==> config.mk <==
export PLATFORM = sky130hd
export DESIGN_NAME = payment_controller
export DESIGN_NICKNAME = d
export VERILOG_FILES = /design/src/rtl/payment_controller.sv
export SDC_FILE = /design/constraint.sdc
export NUM_CORES = 1
export LEC_CHECK = 0
export CAP_MARGIN = 20
export CELL_PAD_IN_SITES_DETAIL_PLACEMENT = 1
export CELL_PAD_IN_SITES_GLOBAL_PLACEMENT = 1
export CORE_ASPECT_RATIO = 1.75
export CORE_MARGIN = 5
export CORE_UTILIZATION = 45
export CTS_BUF_LIST = sky130_fd_sc_hd__clkbuf_4
export CTS_CLUSTER_DIAMETER = 200
export DETAILED_ROUTE_END_ITERATION = 12
export PLACE_DENSITY = 0.95
export REMOVE_ABC_BUFFERS = 1
export SLEW_MARGIN = 20
export SYNTH_ARGS = -nofsm -noshare
export SYNTH_HDL_FRONTEND = slang
export SYNTH_SLANG_ARGS = --single-unit
==> constraint.sdc <==
create_clock -name clock -period 11.95 [get_ports clock]
set_input_delay 2.39 -clock clock [delete_from_list [all_inputs] [get_ports clock]]
set_output_delay 2.39 -clock clock [all_outputs]
set_load 0.05 [all_outputs]
==> src/rtl/payment_controller.sv <==
// Coin-operated payment session controller: collects coins against a latched
// price, then vends or refunds through a change-dispenser handshake.
module payment_controller #(
    parameter int MONEY_W        = 8,
    parameter int TIMEOUT_CYCLES = 1000
) (
    input  logic               clock,
    input  logic               reset,
    input  logic               coin_valid,
    input  logic [MONEY_W-1:0] coin_value,
    input  logic [MONEY_W-1:0] price,
    input  logic               cancel,
    input  logic               change_ready,
    input  logic               change_done,
    output logic               change_req,
    output logic [MONEY_W-1:0] change_amount,
    output logic [MONEY_W-1:0] credit,
    output logic [2:0]         state,
    output logic               sale_ok,
    output logic               refunded,
    output logic               coin_reject
);

    typedef enum logic [2:0] {
        IDLE    = 3'd0,
        COLLECT = 3'd1,
        REFUND  = 3'd2,
        VEND    = 3'd3,
        THANKS  = 3'd4
    } state_t;

    localparam int CNT_W = (TIMEOUT_CYCLES > 2) ? $clog2(TIMEOUT_CYCLES) : 1;
    localparam logic [CNT_W-1:0] TO_LAST = CNT_W'(TIMEOUT_CYCLES - 1);

    state_t             stateReg;
    logic [MONEY_W-1:0] priceReg;
    logic [CNT_W-1:0]   timeoutCnt;
    logic               handshakeDone;

    logic [MONEY_W-1:0] coinAdd;
    logic [MONEY_W:0]   sum;
    logic               overflow;
    logic               priceMet;
    logic               timeoutHit;
    logic [MONEY_W-1:0] vendChange;

    assign state      = stateReg;
    assign coinAdd    = coin_valid ? coin_value : '0;
    assign sum        = {1'b0, credit} + {1'b0, coinAdd};
    assign overflow   = sum[MONEY_W];
    assign priceMet   = sum >= {1'b0, priceReg};
    assign timeoutHit = (timeoutCnt == TO_LAST) && !coin_valid;
    assign vendChange = sum[MONEY_W-1:0] - priceReg;

    always_ff @(posedge clock) begin
        if (reset) begin
            stateReg      <= IDLE;
            credit        <= '0;
            change_amount <= '0;
            change_req    <= 1'b0;
            sale_ok       <= 1'b0;
            refunded      <= 1'b0;
            coin_reject   <= 1'b0;
            priceReg      <= '0;
            timeoutCnt    <= '0;
            handshakeDone <= 1'b0;
        end else begin
            sale_ok     <= 1'b0;
            refunded    <= 1'b0;
            coin_reject <= 1'b0;
            case (stateReg)
                IDLE: begin
                    if (coin_valid && coin_value != '0) begin
                        credit     <= coin_value;
                        priceReg   <= price;
                        timeoutCnt <= '0;
                        stateReg   <= COLLECT;
                    end
                end
                COLLECT: begin
                    if (overflow) begin
                        coin_reject   <= 1'b1;
                        change_amount <= credit;
                        stateReg      <= REFUND;
                    end else begin
                        credit <= sum[MONEY_W-1:0];
                        if (coin_valid)
                            timeoutCnt <= '0;
                        else
                            timeoutCnt <= timeoutCnt + CNT_W'(1);
                        if (cancel) begin
                            change_amount <= sum[MONEY_W-1:0];
                            stateReg      <= REFUND;
                        end else if (priceMet) begin
                            change_amount <= vendChange;
                            stateReg      <= VEND;
                        end else if (timeoutHit) begin
                            change_amount <= credit;
                            stateReg      <= REFUND;
                        end
                    end
                end
                REFUND, VEND: begin
                    coin_reject <= coin_valid;
                    // change_done only counts once the request was taken
                    if (change_amount == '0 || (handshakeDone && change_done)) begin
                        stateReg      <= THANKS;
                        sale_ok       <= (stateReg == VEND);
                        refunded      <= (stateReg == REFUND);
                        credit        <= '0;
                        change_amount <= '0;
                        handshakeDone <= 1'b0;
                    end else if (!handshakeDone) begin
                        if (!change_req) begin
                            change_req <= 1'b1;
                        end else if (change_ready) begin
                            change_req    <= 1'b0;
                            handshakeDone <= 1'b1;
                        end
                    end
                end
                THANKS: begin
                    coin_reject <= coin_valid;
                    stateReg    <= IDLE;
                end
                default: begin
                    stateReg      <= IDLE;
                    credit        <= '0;
                    change_amount <= '0;
                    change_req    <= 1'b0;
                    timeoutCnt    <= '0;
                    handshakeDone <= 1'b0;
                end
            endcase
        end
    end

endmodule

==> results.md <==
* Outcome: completed
* Worst skew pair latency at 380 ps
* Floorplan row count at 40
* Slew Viols, Final at 0
* Logic pwr share at 0.696
* Seq cells post-synth at 42
* Initial antenna violation count at 0
* GRT Resource Usage Total at 0.249
* Vias in the first global route at 3457
* Pint at a little over 500 uW
* Synth cell types at 74
* Num CTS Buffers at 5
* Final worst slack at between 5000 and 6000 ps
* Asr flop ratio synth at 0
* CTS tree: done
* Most frequent cells in the layout: clkdlybuf4s50_1, dfxtp_1, nand2_1
* Antenna viol nets, final at 0
* Unrepaired setup endpoints after global routing: no
* Most common cell after layout, fill and taps aside: clkdlybuf4s50_1
* Worst vdd ir at 0.000179 V
* Total congestion overflow at 0
* Dominant synthesized flop cell: dfxtp_1
* CP Launch Type: input pin
* Root Buffer: clkbuf_4
* Placed cell count at 507
* Hold Path Class: reg -> reg
* Slew margin rel. at 0.456
* PortBufs at 44
* Final Wtd Congestion at just under 0.9
* Arr. time, crit path at 6910 ps
* Post-Layout Cell Count at 515
* DR vias at 3215
* Clock network power share at 0.102
* Crit Path Class: in -> reg
* Starting Density at 0.458
* Clk slew on worst S/H paths at 130 ps
* Die width at around 73 um
* CP Capture Type: register
* Syn-to-layout area delta at 19.0%
* Nets@finish at 471
* Fin crit period at 6640 ps
* First-pass GRT wire length at 17.0 mm
* 1st-iter DRT viols at 132
* Worst-path fanout max at 13
* Psw at 599 uW
* Fillcell total at 837
* Sequential element share of the synthesized area at 0.268
* Die Footprint at just under 9000 um^2
* TritonRoute pass-1 iters at 4
* Synthesis Warnings at 0
* Share of post-route cells with drive strength above 1 at 0.0719
* DR vias/cell at between 6 and 7
* Hold-fix buffer count after cts at 0
* Mapped Cells at 390
* Leakage power at about 1.5 nW
* Post-Synth Simple-Gate Area at 0.246
* Largest net degree at the start of global routing at 26
* Post-Route Setup TNS at 0 ps
* Pwr/cell area at 298 nW/um^2
* Post-Syn Area at roughly 3100 um^2
* Clock sinks at 42
* H-tree depth at 2
* Compound-cell area share of the yosys netlist at 0.310
* CTS Buffer Depth at 2
* Post-Synth XOR/XNOR Area at 0.0195
* Peak Freq at 151 MHz
* Hold Fails Final Rpt at 0
* CTS resizes at 0
* Post-synthesis mux area share at 0.0199
* Final WL at 10.6 mm
* Core Util, Final at 0.545
* Routed len/inst at 20.5 um
* Detail Placement HPWL at around 8.5 mm
* Die H at 121 um
* Worst EP required at roughly 12000 ps
* Switching Share at 0.537
* Maximum Capacitance Violations at 0
* Post-synth EDFFs at 0
* Drc violations at 0
* Power share of the sequential group at 0.202
* Core Region at between 6000 and 7000 um^2
* ANT cells at 0
* Buffers inserted by post-CTS timing repair at 0
* Post-Synth Adder-Cell Area at 0.0804
* Tcrit/Tclk final at 0.556
* Io pins at 45
* Final setup violation count at 0
* Slew at the pin with the worst max-slew slack at roughly 810 ps
* Worst slack at placement at approximately 5000 ps
* Largest family of logic cells by synthesized area: compound AO/OA/AOI/OAI gates
* Clock skew at 3.20 ps
* Mean post-synth cell area at between 8 and 9 um^2
-- power groups by stage --
| stage | clock network [mW] | registers [mW] | logic [mW] |
|---|---|---|---|
| 6_report | 0.114 | 0.225 | 0.776 |
| 5_1_grt | 0.121 | 0.230 | 0.837 |
| 4_1_cts | 0.117 | 0.224 | 0.774 |
| 3_5_place_dp | 0 | 0.227 | 0.766 |
| 3_3_place_gp | 0 | 0.226 | 0.735 |
| 2_1_floorplan | 0 | 0.303 | 0.462 |
-- logic make-up (layout without fill, tap and decap cells) --
logic type | after synthesis | after routing
multiplexers | 6 | 6
XOR/XNOR | 7 | 7
adder cells (fa/ha/maj) | 19 | 19
AO/OA/AOI/OAI | 123 | 123
AND/OR/NAND/NOR | 149 | 149
flip-flops | 42 | 42
buffers and inverters | 44 | 85
-- through the flow --
stage / instance area (um^2) / power (mW) / hold WS [ps]
floorplan: 3080 / 0.765 / 430
global placement: 3640 / 0.961 / 448
detailed placement: 3640 / 0.993 / 459
CTS: 3740 / 1.12 / 478
global route: 3740 / 1.19 / 498
finish: 3740 / 1.12 / 474
-- worst paths after layout --
kind | end | slack (ps) | start | depth (start not counted)
setup / recovery | change_amount[4] | 5310 | coin_valid | 16
hold / removal | priceReg[5] | 470 | priceReg[5] | 2
setup reg to reg | change_amount[4] | 7720 | credit[0] | 14
hold reg to reg | priceReg[5] | 470 | priceReg[5] | 2
-- state kept, by name, indices dropped and copies added, names as in the netlist --
register / count
timeoutCnt: 10
change_amount: 8
credit: 8
priceReg: 8
state: 3
change_req: 1
coin_reject: 1
handshakeDone: 1
refunded: 1
sale_ok: 1
-- critical path, stage by stage --
cell             delay, ps
clkdlybuf4s50_1        760
and2_1                 200
ha_1                   180
inv_1                   70
fa_1                   410
nand2b_1               190
a211oi_2               400
nor3_1                 120
xnor2_1                170
ha_1                   370
and2_1                 190
o21a_1                 230
a211oi_1                80
a211oi_1               700
nor2_1                 100
o32ai_1                340
-- per-layer routing --
| layer | track usage | share of wire | vias to the layer above |
|---|---|---|---|
| met5 | 0 | 0 | - |
| met4 | 0.181 | 0.077 | 0 |
| met3 | 0.0424 | 0.035 | 58 |
| met2 | 0.464 | 0.55 | 91 |
| met1 | 0.231 | 0.34 | 1545 |
| li1 | - | - | 1521 |
-- Yosys cell counts (4+ instances only) --
master,n,area (um^2)
and2_1,11,68.8
nor3_1,8,40.0
nand2b_1,8,50.1
xnor2_1,5,43.8
nor2b_1,4,25.0
o31ai_1,10,75.1
nand3_1,17,85.1
mux2i_1,4,40.0
a21o_1,8,60.1
o21a_1,6,45.0
nor2_1,32,120
o21ai_0,9,45.0
nand2_1,40,150
nor4_1,4,25.0
inv_1,32,120
ha_1,17,213
o32ai_1,7,61.3
nand3b_1,5,37.5
a21oi_1,31,155
dfxtp_1,42,841
a211oi_1,6,45.0
clkbuf_1,8,30.0
-- layout make-up --
| class | count | area (um^2) | share of cell area |
|---|---|---|---|
| well taps | 84 | 105 | 0.0281 |
| flip-flops and latches | 42 | 841 | 0.225 |
| inverters | 32 | 120 | 0.0321 |
| repair buffers | 45 | 448 | 0.120 |
| multi-input cells | 304 | 2120 | 0.568 |
| clock inverters | 3 | 63.8 | 0.0171 |
| clock buffers | 5 | 37.5 | 0.0100 |
(Power assumes the default switching activity.)
